$ cat src/rtl/grid_sync_if.sv
// Grid synchronous-branch request/acknowledge bundle.
// PEs act as master, the sync controller as slave.
interface grid_sync_if #(
    parameter int N_PE = 16
);
    logic [N_PE-1:0] sync_req;
    logic [N_PE-1:0] sync_cond;
    logic [N_PE-1:0] sync_ack;

    modport master (
        output sync_req,
        output sync_cond,
        input  sync_ack
    );

    modport slave (
        input  sync_req,
        input  sync_cond,
        output sync_ack
    );
endinterface

$ cat src/rtl/grid_sync_ctrl.sv
// Grid-wide barrier for synchronous branches: collects PE conditions,
// publishes the combined vector and releases all PEs together.
module grid_sync_ctrl #(
    parameter int N_PE = 16,
    parameter int TO_W = 16
) (
    input  logic             clk,
    input  logic             rst,
    input  logic [N_PE-1:0]  pe_mask,
    input  logic [TO_W-1:0]  timeout_cycles,
    grid_sync_if.slave       bus,
    output logic [N_PE-1:0]  cond_state,
    output logic             busy,
    output logic             err_timeout,
    input  logic             err_clr,
    output logic [7:0]       sync_epoch
);

    typedef enum logic [1:0] {
        IDLE,
        COLLECT,
        RELEASE
    } state_t;

    state_t state_q;
    state_t state_d;

    logic [N_PE-1:0] mask_q;
    logic [N_PE-1:0] arrived_q;
    logic [N_PE-1:0] cond_q;
    logic [N_PE-1:0] ack_q;
    logic [TO_W-1:0] to_cnt;

    logic [N_PE-1:0] qreq;
    logic [N_PE-1:0] fresh;
    logic            start;
    logic            complete;
    logic            expire;
    logic            waiting;
    logic            leave;

    // Only first arrivals contribute a condition; later edges are ignored.
    assign qreq  = bus.sync_req & mask_q;
    assign fresh = qreq & ~arrived_q;

    always_ff @(posedge clk or posedge rst) begin
        if (rst) begin
            state_q <= IDLE;
        end else begin
            state_q <= state_d;
        end
    end

    always_comb begin
        state_d = state_q;
        unique case (state_q)
            IDLE: begin
                if (start) begin
                    state_d = COLLECT;
                end
            end
            COLLECT: begin
                if (complete || expire) begin
                    state_d = RELEASE;
                end
            end
            RELEASE: begin
                if (leave) begin
                    state_d = IDLE;
                end
            end
            default: begin
                state_d = IDLE;
            end
        endcase
    end

    always_comb begin
        start    = 1'b0;
        complete = 1'b0;
        expire   = 1'b0;
        waiting  = 1'b0;
        leave    = 1'b0;
        busy     = 1'b0;
        unique case (state_q)
            IDLE: begin
                start = |(bus.sync_req & pe_mask);
            end
            COLLECT: begin
                busy     = 1'b1;
                complete = ((arrived_q | qreq) == mask_q);
                // Completion on the timeout cycle wins over the timeout.
                expire   = !complete
                         && (timeout_cycles != '0)
                         && (to_cnt == timeout_cycles - TO_W'(1));
                waiting  = !complete && !expire;
            end
            RELEASE: begin
                busy  = 1'b1;
                leave = (qreq == '0);
            end
            default: begin
                busy = 1'b0;
            end
        endcase
    end

    always_ff @(posedge clk or posedge rst) begin
        if (rst) begin
            mask_q     <= '0;
            arrived_q  <= '0;
            cond_q     <= '0;
            ack_q      <= '0;
            to_cnt     <= '0;
            cond_state <= '0;
            sync_epoch <= '0;
        end else begin
            ack_q <= '0;
            unique case (1'b1)
                start: begin
                    mask_q    <= pe_mask;
                    arrived_q <= bus.sync_req & pe_mask;
                    cond_q    <= bus.sync_req & bus.sync_cond & pe_mask;
                    to_cnt    <= '0;
                end
                complete: begin
                    ack_q      <= mask_q;
                    cond_state <= cond_q | (fresh & bus.sync_cond);
                    sync_epoch <= sync_epoch + 8'd1;
                end
                expire: begin
                    ack_q      <= arrived_q;
                    cond_state <= cond_q;
                    sync_epoch <= sync_epoch + 8'd1;
                end
                waiting: begin
                    arrived_q <= arrived_q | qreq;
                    cond_q    <= cond_q | (fresh & bus.sync_cond);
                    to_cnt    <= to_cnt + TO_W'(1);
                end
                leave: begin
                    arrived_q <= '0;
                    cond_q    <= '0;
                    to_cnt    <= '0;
                end
                default: begin
                end
            endcase
        end
    end

    always_ff @(posedge clk or posedge rst) begin
        if (rst) begin
            err_timeout <= 1'b0;
        end else if (expire) begin
            err_timeout <= 1'b1;
        end else if (err_clr) begin
            err_timeout <= 1'b0;
        end
    end

    assign bus.sync_ack = ack_q;

endmodule

$ cat src/flat_wrapper.sv
// flat-port wrapper written by rule: the top's interface ports become plain ports
module grid_sync_ctrl_flat 
#(
    parameter int N_PE = 16,
    parameter int TO_W = 16
)
  (clk, rst, pe_mask, timeout_cycles, cond_state, busy, err_timeout, err_clr, sync_epoch, bus_sync_req, bus_sync_cond, bus_sync_ack);
  grid_sync_if #(.N_PE(N_PE)) bus_i ();
  input  logic clk;
  input  logic rst;
  input  logic [N_PE-1:0] pe_mask;
  input  logic [TO_W-1:0] timeout_cycles;
  output logic [N_PE-1:0] cond_state;
  output logic busy;
  output logic err_timeout;
  input  logic err_clr;
  output logic [7:0] sync_epoch;
  input wire logic [$bits(bus_i.sync_req)-1:0] bus_sync_req;
  input wire logic [$bits(bus_i.sync_cond)-1:0] bus_sync_cond;
  output wire logic [$bits(bus_i.sync_ack)-1:0] bus_sync_ack;
  assign bus_i.sync_req = bus_sync_req;
  assign bus_i.sync_cond = bus_sync_cond;
  assign bus_sync_ack = bus_i.sync_ack;
  grid_sync_ctrl #(.N_PE(N_PE), .TO_W(TO_W)) u_core (.clk(clk), .rst(rst), .pe_mask(pe_mask), .timeout_cycles(timeout_cycles), .bus(bus_i), .cond_state(cond_state), .busy(busy), .err_timeout(err_timeout), .err_clr(err_clr), .sync_epoch(sync_epoch));
endmodule
$ cat config.mk
export PLATFORM = sky130hd
export DESIGN_NAME = grid_sync_ctrl_flat
export DESIGN_NICKNAME = d
export VERILOG_FILES = /design/src/rtl/grid_sync_if.sv /design/src/rtl/grid_sync_ctrl.sv /design/src/flat_wrapper.sv
export SDC_FILE = /design/constraint.sdc
export NUM_CORES = 1
export LEC_CHECK = 0
export ABC_AREA = 1
export CAP_MARGIN = 0
export CORE_MARGIN = 4
export CORE_UTILIZATION = 50
export CTS_BUF_LIST = sky130_fd_sc_hd__clkbuf_2 sky130_fd_sc_hd__clkbuf_4 sky130_fd_sc_hd__clkbuf_8
export CTS_CLUSTER_DIAMETER = 100
export CTS_CLUSTER_SIZE = 20
export DETAILED_ROUTE_END_ITERATION = 16
export PLACE_DENSITY = 0.75
export SYNTH_ARGS = -nofsm -noshare
export SYNTH_HDL_FRONTEND = slang
export SYNTH_SLANG_ARGS = --single-unit
export TNS_END_PERCENT = 10
$ cat constraint.sdc
create_clock -name clk -period 6.4 [get_ports clk]
set_input_delay 1.28 -clock clk [delete_from_list [all_inputs] [get_ports clk]]
set_output_delay 1.28 -clock clk [all_outputs]
set_load 0.05 [all_outputs]
Word-level counts from Yosys, hierarchy flattened
Index checks and enable logic that the tools add are counted.

Register bits after elaboration: 107. Output and inout bits: 42.

Add/subtract/negate cells: 3. Equality and inequality tests: 7. Multiplexer cells: 17. Bitwise gates (word level): 9. Reduce and logical (&&, ||, !) cells: 18.

Operators with widths (number): $and 16x16->16 (6); $pmux 16 s2 (3); $pmux 16 s3 (2); $eq 16x16->1 (2); $or 16x16->16 (2); $add 16x1->16 const B (1); $logic_not 16->1 (1); $not 16->16 (1); $reduce_bool 16->1 (1); $reduce_or 16->1 (1); $sub 16x1->16 const B (1); $add 8x1->8 const B (1); $mux 1 (8); $mux 2 (3); $ne 2x1->1 const B (3); $pmux 2 s3 (1); $reduce_bool 2->1 (3); $reduce_or 2->1 (3); $logic_and 1x1->1 (3); $reduce_and 3->1 (1); $reduce_bool 3->1 (1); $eq 2x1->1 const B (1); $eq 2x2->1 const B (1); $logic_not 1->1 (2); other kinds (2) (2).

Depth between registers and ports, before layout
Gate-level depths: netlist of the first run.

Word-level depth: 10. Gate-level depth with buffers: 17. Mapped depth without buffers: 16.

Worst setup path after synthesis of the first run
OpenSTA, ideal clock, no wires.

Path type: input-to-reg. From: input timeout_cycles[0]. To: register u_core.arrived_q[0]. Library setup time: 117 ps. Data arrival time: 2871 ps. Data required time: 6283 ps. Setup slack: 3412 ps. Stages: 15. Path through: inv_1 > ha_1 > nand2_1 > nor2_1 > nand2_1 > nand2_1 > nand2_1 > nor2_1 > nand3_1 > o21bai_2 > nand2_1 > buf_2 > buf_6 > nand2_1 > nand2_1.

Cells in the longest elaborated chain, start to end: 7. Elaborated cells on any way between the ends: 10.

Ends and longest elaborated chain: start: declaration (line flat_wrapper.sv:12) `input logic [TO_W-1:0] timeout_cycles;`; $sub 16x1->16 / $reduce_bool 16->1 (equally long branches) (line grid_sync_ctrl.sv:95, grid_sync_ctrl.sv:94); $eq 16x16->1 / $logic_and 1x1->1 (equally long branches) (line grid_sync_ctrl.sv:95, grid_sync_ctrl.sv:94); $logic_and 1x1->1 (*) (line grid_sync_ctrl.sv:95) `&& (to_cnt == timeout_cycles - TO_W'(1));`; $logic_not 1->1 (*) (line grid_sync_ctrl.sv:96) `waiting = !complete && !expire;`; $logic_and 1x1->1 (*) (line grid_sync_ctrl.sv:96); $mux 1 (*) (line grid_sync_ctrl.sv:85) `unique case (state_q)`; $pmux 16 s3 / $reduce_bool 3->1 (equally long branches); end signal: assignment (line grid_sync_ctrl.sv:122) `arrived_q <= bus.sync_req & pe_mask;`; end signal: assignment (line grid_sync_ctrl.sv:137) `arrived_q <= arrived_q | qreq;`; end: declaration (line grid_sync_ctrl.sv:29) `logic [N_PE-1:0] arrived_q;`.

Every way passes the cells marked *; elsewhere a longest branch is shown, timed or not. A chain may end at the register's enable or synchronous reset.

Final worst setup path of the first run
From: input timeout_cycles[0]. To: register u_core.to_cnt[6].

Cells in the longest elaborated chain, start to end: 7. Elaborated cells on any way between the ends: 10.

Ends and longest elaborated chain: $sub 16x1->16 / $reduce_bool 16->1 (equally long branches) (line grid_sync_ctrl.sv:95, grid_sync_ctrl.sv:94); $eq 16x16->1 / $logic_and 1x1->1 (equally long branches) (line grid_sync_ctrl.sv:95, grid_sync_ctrl.sv:94); $logic_and 1x1->1 (*) (line grid_sync_ctrl.sv:95); $logic_not 1->1 (*) (line grid_sync_ctrl.sv:96); $logic_and 1x1->1 (*) (line grid_sync_ctrl.sv:96); $mux 1 (*) (line grid_sync_ctrl.sv:85); $pmux 16 s2 / $reduce_bool 2->1 (equally long branches); end signal: assignment (line grid_sync_ctrl.sv:139) `to_cnt <= to_cnt + TO_W'(1);`; end: declaration (line grid_sync_ctrl.sv:32) `logic [TO_W-1:0] to_cnt;`.

Marks and branches as above.

==> impl_metrics.ini, run 1 <==
[yosys]
synth_warnings = 0
synthCells = 1045
syn_nets = 1119
ys_ff_latch = 107
synth_common_cells = nand2_1 (355), inv_1 (145), nand3_1 (119), dfrtp_1 (107), o21ai_0 (70)
synth_cell_type_count = 31
yosysTopAreaCellShare = 0.382
synthFlopType = dfrtp_1
synth_area_leader_cell = dfrtp_1
ys_seq_area_frac = 0.382
synth_edf_count = 0
synth.most_common_cell = nand2_1
syn_area_per_cell_um2 = 6.70
synth.cell_area_um2 = 7000
async_flop_share = 1.00
synthTopCellsByArea = dfrtp_1 (38%), nand2_1 (19%), nand3_1 (8.5%)

[clock_tree]
clockBufferDepth = 2
cts_tree = built
ctsResizeCount = 0
post_cts_buffers = 0
clkSinkCount = 107
root_buffer = clkbuf_8
htree_levels = 3
clk_latency_ns = 0.38
clkTransAtPathRegs_ns = 0.10
holdBufCountCts = 0
numCtsBuffers = 9

[global_routing]
grt_max_degree = 71
grt_antenna_before_repair = 0
grtUsageTotal = 0.248
grt_pass1_vias = 6652
gr-total-overflow = 0
grt_pass1_wl_um = 32500

[place]
port_buffers = 108
hpwl_um = 13900
gp_congestion = 0.938

[timing]
max_freq_ghz = 0.243
period_needed_ns = 4.11
fin_setup_tns_ns = 0
finalHoldViolations = 0
drv_slew = 0
rsz0062_at_grt = no
fin_crit_sh = 0.642
fin_skew_ns = 0.0114
worst_pin_slew_ns = 0.877
relSlewSlack = 0.415
finalSetupViolCount = 0

[critical_path]
critPathLaunch = timeout_cycles[0]
r2r-start = u_core.mask_q[11]
cp.required_ns = 6.69
slowest_delay_ns = 0.59
critical_path_class = in2reg
path_cells = clkdlybuf4s50_1 -> inv_1 -> ha_1 -> nand2_1 -> nor2_1 -> nand2_1 -> nand2_1 -> nand2_1 -> nand2_1 -> nor2_1 -> nand3_1 -> nor2_1 -> nor2_2 -> buf_4 -> nand2_1 -> o22ai_1
cp-start-kind = input pin
end_kind = flip-flop
arrival_ns = 4.40
crit_path_frequent_cell = nand2_1
critPathSlowestCell = nor2_2
cp_max_fo = 25

[finish]
drive_gt1_frac = 0.0386
post-route-util = 0.623
layout.nets = 1209
area_growth_pct = 19.7
n_antenna_cell = 0

[hold_path]
worstHoldStart = u_core.arrived_q[15]
hp-class = reg2reg

[die]
initial_core_util = 0.520
coreArea_um2 = 13500
die_y_um = 126
die_w_um = 126
ios = 109
rows = 42
die-area_um2 = 16000

[status]
status = completed

[route]
vias_per_cell = 5.31
antenna_left = 0
drc_errors = 0
num_vias = 6981
drt_iter0_drc = 493
wl_per_cell_um = 14.8
wl_um = 19500
drtPass1Iterations = 5

[power]
irDropWorstVdd_mv = 0.231
powerDensity_nw_per_um2 = 337
leakagePower_nw = 4.48

[job]
drv_cap = 0
## cells by family after synthesis
| kind of cell | share of synthesized area |
|---|---|
| AOI/OAI and AO/OA | 0.0702 |
| xor gates and xnor gates | 0.0408 |
| adders and majority gates | 0.0125 |
| buffers and inverters | 0.108 |
| DFF | 0.382 |
| and+or+nand+nor | 0.386 |
## flip-flops by register name, summed over array words and instances (netlist names), 2 cells and up
register,cells
u_core.bus.sync_ack,16
u_core.cond_q,16
u_core.to_cnt,16
u_core.arrived_q,16
u_core.mask_q,16
u_core.state_q,2
u_core.cond_state,16
u_core.sync_epoch,8
## worst paths after layout
check / slack [ns] / end / depth (start not counted)
setup / recovery: 2.29 / u_core.to_cnt[6] / 16
hold / removal: 0.52 / u_core.arrived_q[15] / 2
setup reg to reg: 3.37 / u_core.to_cnt[6] / 14
hold reg to reg: 0.52 / u_core.arrived_q[15] / 2
max in group asynchronous: 3.91 / u_core.err_timeout / 3
min in group asynchronous: 1.44 / u_core.to_cnt[2] / 2
## routing by layer
metal	vias up	routed length, um	GRT usage
met5	-	0	0
met3	36	1210	0.0404
li1	3476	-	-
met4	0	523	0.0770
met1	3221	8500	0.334
met2	248	9250	0.412
## worst max-delay path, delay by kind of cell
kind | cells | cell delay (ns)
AO/OA/AOI/OAI | 1 | 0.22
adder cells (fa/ha/maj) | 1 | 0.20
buffers and inverters | 3 | 1.00
AND/OR/NAND/NOR | 11 | 1.69
## area by class of cell
cell class	count	area (um2)
clock buffer	11	145
clock inverter	4	48.8
fill	1321	5070
inverter	147	554
multi-input combinational	752	3580
sequential	107	2680
tap	176	220
timing repair buffer	118	1160
## power breakdown
part           switching (mW)  total [mW]  internal [mW]  leakage, nW
sequential              0.133       0.984          0.851         1.43
combinational           0.968        1.41          0.443         2.95
clock                   0.232       0.426          0.194        0.103
## cell usage in the layout, fill, tap and decap left out, drive strengths merged, types with 3 or more instances in the layout
| cell | n |
|---|---|
| nor4 | 7 |
| dfrtp | 107 |
| nand3b | 20 |
| buf | 10 |
| clkinv | 3 |
| o22ai | 16 |
| xor2 | 23 |
| clkdlybuf4s50 | 108 |
| o21ai | 72 |
| and3 | 9 |
| xnor2 | 7 |
| nand4 | 14 |
| nor3 | 18 |
| clkbuf | 11 |
| nand2 | 356 |
| nor2 | 68 |
| ha | 7 |
| inv | 147 |
| nand3 | 119 |
| or2 | 9 |
| a21oi | 4 |
## through the flow
step                hold WS (ns)  instances  cell area [um2]  power, mW  setup WS (ns)
global route               0.552       1315             8380       3.04           2.02
detailed placement         0.494       1300             8190       2.40           1.98
CTS                        0.524       1315             8380       2.83           2.33
finish                     0.521       1315             8380       2.82           2.29
floorplan                  0.476       1045             7000       1.99           2.30
global placement           0.491       1300             8190       2.38           2.03
No activity file was read; power rests on OpenSTA's default activity.
==> inputs of run 2 (changes only) <==
--- a/config.mk
+++ b/config.mk
@@ -13,7 +13,7 @@
 export CTS_CLUSTER_DIAMETER = 100
 export CTS_CLUSTER_SIZE = 20
 export DETAILED_ROUTE_END_ITERATION = 16
-export PLACE_DENSITY = 0.75
+export PLACE_DENSITY = 0.78
 export SYNTH_ARGS = -nofsm -noshare
 export SYNTH_HDL_FRONTEND = slang
 export SYNTH_SLANG_ARGS = --single-unit
==> constraint.sdc (replaced) <==
create_clock -name clk -period 3.62 [get_ports clk]
set_input_delay 0.724 -clock clk [delete_from_list [all_inputs] [get_ports clk]]
set_output_delay 0.724 -clock clk [all_outputs]
set_load 0.05 [all_outputs]
==> run 2 against run 1 <==
Compared with the run above:
- core utilization rose by 0.74 points
- power rose by 82%
- die area did not move
- setup slack got worse by 1.6 ns
- clock power rose by 95%
- first-iteration DRC count rose by 34%
- non-clock buffer count rose by 5
- sequential power rose by 78%
- critical endpoint is now u_core.sync_epoch[0]
- largest cell class unchanged
==> impl_metrics.ini, run 2 (synthesized netlist as in run 1, its figures left out) <==
[timing]
rsz0062_at_grt = no
finalHoldWorstSlack_ns = 0.517
fin_setup_tns_ns = 0
fin_skew_ns = 0.0138
drv_slew = 0
period_needed_ns = 2.92
finalSetupViolCount = 0
worst_pin_slew_ns = 0.605
relSlewSlack = 0.593
max_freq_ghz = 0.343
fin_crit_sh = 0.806
finalHoldViolations = 0

[critical_path]
reg2reg_to = u_core.sync_epoch[7]
r2r_slack_ns = 1.18
cp-start-kind = input pin
r2r-start = u_core.mask_q[3]
critical_path_class = in2reg
cp.required_ns = 3.91
arrival_ns = 3.21
cp_max_fo = 50
end_kind = flip-flop
worstRegToRegCells = 13

[global_routing]
gr-total-overflow = 0
grt_pass1_vias = 6705
grt_antenna_before_repair = 0
grtUsageTotal = 0.246
grt_pass1_wl_um = 32300
grt_max_degree = 52

[finish]
area_growth_pct = 21.1
post-route-util = 0.630
n_antenna_cell = 0
layout_common_cells = nand2_1 (355), inv_1 (144), nand3_1 (119)
layout.nets = 1214
fill_cells = 1256
drive_gt1_frac = 0.0428
final_common_cell = nand2_1

[clock_tree]
clkSinkCount = 107
clockBufferDepth = 2
post_cts_buffers = 0
clkTransAtPathRegs_ns = 0.10
numCtsBuffers = 9
cts_tree = built
holdBufCountCts = 0
root_buffer = clkbuf_8
ctsResizeCount = 0
htree_levels = 3
clk_latency_ns = 0.39

[place]
gp_congestion = 0.902
port_buffers = 108
hpwl_um = 13800

[die]
die-area_um2 = 16000
rows = 42
ios = 109
coreArea_um2 = 13500
die_w_um = 126
initial_core_util = 0.520
die_y_um = 126

[route]
drt_iter0_drc = 660
num_vias = 7076
drtPass1Iterations = 5
drc_errors = 0
antenna_left = 0
vias_per_cell = 5.36
wl_per_cell_um = 14.6
wl_um = 19200

[power]
irDropWorstVdd_mv = 0.349
powerDensity_nw_per_um2 = 604
leakagePower_nw = 4.53

[status]
status = completed

[job]
drv_cap = 0

[hold_path]
hp-class = reg2reg
holdPathStages = 2
worstHoldStart = u_core.cond_q[10]
hold-path-endpoint = u_core.cond_q[10]
## run 2: changes by cell type in the layout (fill, tap and decap cells not counted)
cell	before	now
bufinv_16	1	2
buf_12	0	3
buf_4	10	12
clkinv_2	2	1
## run 2: worst max-delay path, stage by stage
cell,delay (ns)
clkdlybuf4s50_1,0.44
inv_1,0.12
ha_1,0.19
nand2_1,0.14
nor2_1,0.21
nand2_1,0.08
nand2_1,0.06
nand2_1,0.06
nor2_1,0.12
nand3_1,0.16
nor2_1,0.21
nand2_1,0.12
buf_12,0.23
nand2_1,0.13
xor2_1,0.15
inv_1,0.05
## run 2: worst max path at each step
stage / start / to / slack, ns
after detailed placement: timeout_cycles[0] / u_core.sync_epoch[0] / 0.31
after CTS: timeout_cycles[0] / u_core.sync_epoch[0] / 0.73
after global placement: timeout_cycles[0] / u_core.sync_epoch[0] / 0.40
final: timeout_cycles[0] / u_core.sync_epoch[0] / 0.70
after floorplan: rst / u_core.arrived_q[0] / 0.08
after global routing: timeout_cycles[0] / u_core.sync_epoch[0] / 0.39
## run 2: layout make-up
cell class	instances	area, um2	share of cell area
tap	176	220	0.0260
timing repair buffer	123	1230	0.145
clock inverter	4	73.8	0.00871
sequential	107	2680	0.316
clock buffer	11	145	0.0171
inverter	147	554	0.0654
multi-input combinational	752	3580	0.422
## run 2: layer usage
metal / wire, um / up-vias / track usage
met2: 8760 / 295 / 0.397
met3: 1530 / 38 / 0.0534
met1: 8450 / 3258 / 0.329
met5: 0 / - / 0
met4: 493 / 0 / 0.0877
li1: - / 3485 / -
## run 2: where the power goes
group | switching [mW] | internal (mW) | total, mW
logic | 1.71 | 0.830 | 2.54
registers | 0.247 | 1.50 | 1.75
clock network | 0.416 | 0.414 | 0.831
## run 2: through the flow
step | instance area [um2] | std cells | setup WS (ns) | power, mW
after floorplan | 7000 | 1045 | 0.0788 | 3.53
after global placement | 8260 | 1305 | 0.400 | 4.24
after detailed placement | 8260 | 1305 | 0.315 | 4.29
after CTS | 8480 | 1320 | 0.733 | 5.14
after global routing | 8480 | 1320 | 0.390 | 5.52
final | 8480 | 1320 | 0.702 | 5.12
==> inputs of run 3 (changes only) <==
--- a/config.mk
+++ b/config.mk
@@ -13,7 +13,7 @@
 export CTS_CLUSTER_DIAMETER = 100
 export CTS_CLUSTER_SIZE = 20
 export DETAILED_ROUTE_END_ITERATION = 16
-export PLACE_DENSITY = 0.78
+export PLACE_DENSITY = 0.75
 export SYNTH_ARGS = -nofsm -noshare
 export SYNTH_HDL_FRONTEND = slang
 export SYNTH_SLANG_ARGS = --single-unit
==> constraint.sdc (replaced) <==
create_clock -name clk -period 2.9 [get_ports clk]
set_input_delay 0.58 -clock clk [delete_from_list [all_inputs] [get_ports clk]]
set_output_delay 0.58 -clock clk [all_outputs]
set_load 0.05 [all_outputs]
==> run 3 against run 2 <==
Compared with the run above:
- setup slack worse by 0.50 ns
- power rose by 31%
- die area stayed put
- hold slack worse by 0.0023 ns
- global-route usage grew 0.81 points
- clock skew down 0.0022 ns
- first-iteration DRC count decreased by 11%
- sequential share of layout area is 2.2 points lower
- critical path type unchanged
- largest cell class unchanged
==> impl_metrics.ini, run 3 (synthesized netlist as in run 1, its figures left out) <==
[global_routing]
gr-total-overflow = 0
grt_pass1_vias = 6998
grt_max_degree = 108
grt_antenna_before_repair = 0
grtUsageTotal = 0.254
grt_pass1_wl_um = 33500

[clock_tree]
root_buffer = clkbuf_8
clockBufferDepth = 2
holdBufCountCts = 0
clkTransAtPathRegs_ns = 0.09
numCtsBuffers = 9
post_cts_buffers = 0
htree_levels = 3
cts_tree = built
clk_latency_ns = 0.38
clkSinkCount = 107

[critical_path]
crit_buf_inv = 5
path_cells = clkdlybuf4s50_1 -> inv_1 -> ha_1 -> nand2_1 -> nor2_1 -> nand2_1 -> nand2_1 -> nand2_1 -> nor2_1 -> nand3_1 -> buf_4 -> o21bai_4 -> buf_12 -> buf_12 -> nand3_1 -> nand2_1 -> nand2_1 -> nand2_1
crit_path_frequent_cell = nand2_1
cp-start-kind = input pin
end_kind = flip-flop
critical_path_class = in2reg
cp_max_fo = 22
critPathSlowestCell = clkdlybuf4s50_1
r2r_slack_ns = 0.62
slowest_delay_ns = 0.44
arrival_ns = 3.02
cp.required_ns = 3.22
critPathTopFamily = simple AND/OR/NAND/NOR gates

[timing]
finalSetupViolCount = 0
period_needed_ns = 2.70
rsz0062_at_grt = no
finalHoldViolations = 0
relSlewSlack = 0.549
drv_slew = 0
max_freq_ghz = 0.370
worst_pin_slew_ns = 0.671
fin_setup_tns_ns = 0
fin_crit_sh = 0.932
fin_skew_ns = 0.0115

[finish]
post-route-util = 0.677
final_area_um2 = 9110
finalNonFillerCells = 1388
layout_common_cells = nand2_1 (355), inv_1 (144), nand3_1 (119)
fill_cells = 1223
area_growth_pct = 30.1
final_common_cell = nand2_1
drive_gt1_frac = 0.0974
layout.nets = 1282
n_antenna_cell = 0

[power]
leakagePower_nw = 4.89
seqPwrFrac = 0.324
comb_power_share = 0.526
powerDensity_nw_per_um2 = 735
intPower_mw = 3.69
switching_power_mw = 3.00
power_mw = 6.70
irDropWorstVdd_mv = 0.448
clkPwrFrac = 0.150
switching_share = 0.448

[place]
gp_congestion = 0.910
port_buffers = 108
hpwl_um = 14700
place_area_um2 = 8900
placedCellCount = 1373

[route]
antenna_left = 0
wl_um = 19800
drtPass1Iterations = 7
num_vias = 7190
vias_per_cell = 5.18
wl_per_cell_um = 14.3
drc_errors = 0
drt_iter0_drc = 587

[die]
die_y_um = 126
die_w_um = 126
die-area_um2 = 16000
rows = 42
initial_core_util = 0.520
coreArea_um2 = 13500
ios = 109

[status]
status = completed

[job]
drv_cap = 0

[hold_path]
hp-class = reg2reg
## run 3: changes by cell type in the layout (fill, tap and decap cells not counted), sizes merged
cell | previous run | this run
buf | 15 | 83
clkbuf | 11 | 10
clkinv | 2 | 4
clkinvlp | 0 | 1
inv | 147 | 145
## run 3: worst reg2reg max path, stage by stage, from the launching register on
cell and delay [ns]:
dfrtp_1 0.40, inv_1 0.09, nand3_1 0.09, nand2_1 0.05
nor2_1 0.21, nand2_1 0.11, nor2_1 0.11, nand2_1 0.16
nand3_1 0.16, nor2_1 0.06, buf_4 0.13, nor2_2 0.12
buf_12 0.15, nand2_1 0.05, buf_4 0.17, o22ai_1 0.13
## run 3: area by class of cell
cell class,instances,area (um2),area share
clock buffers,10,131,0.0144
clock inverters,5,78.8,0.00865
inverters,147,556,0.0610
multi-input cells,752,3580,0.393
flip-flops and latches,107,2680,0.294
well taps,176,220,0.0242
repair buffers,191,1870,0.205
## run 3: path summary, 6_finish.rpt
kind	startpoint	endpoint	cells past startpoint
max	timeout_cycles[0]	u_core.cond_q[2]	18
min	u_core.cond_q[15]	u_core.cond_q[15]	2
max reg2reg	u_core.arrived_q[2]	u_core.to_cnt[5]	15
min reg2reg	u_core.cond_q[15]	u_core.cond_q[15]	2
max in group asynchronous	rst	u_core.sync_epoch[1]	3
min in group asynchronous	rst	u_core.mask_q[0]	3
## run 3: repair_timing
item	4_1_cts	5_1_grt
resized for setup	0	1
endpoints found under the hold margin	0	0
setup endpoints to repair	0	33
## run 3: power groups by stage
| stage | clock network [mW] | logic [mW] | registers [mW] |
|---|---|---|---|
| after floorplan | 0 | 1.92 | 2.49 |
| after global placement | 0 | 3.45 | 2.18 |
| after detailed placement | 0 | 3.50 | 2.18 |
| after CTS | 1.03 | 3.51 | 2.16 |
| after global routing | 1.09 | 3.90 | 2.23 |
| final | 1.00 | 3.52 | 2.17 |
## run 3: through the flow
stage	worst slack [ns]	hold WS (ns)
5_1_grt	0.00421	0.544
2_1_floorplan	0.612	0.476
6_report	0.197	0.514
4_1_cts	0.238	0.517
3_5_place_dp	-0.155	0.494
3_3_place_gp	-0.0580	0.490
## run 3: routing by layer
metal,vias to the layer above,GRT usage,part of all wire
met5,-,0,0
met4,0,0.0820,0.022
met3,28,0.0429,0.057
met2,245,0.428,0.48
met1,3289,0.337,0.44
li1,3628,-,-
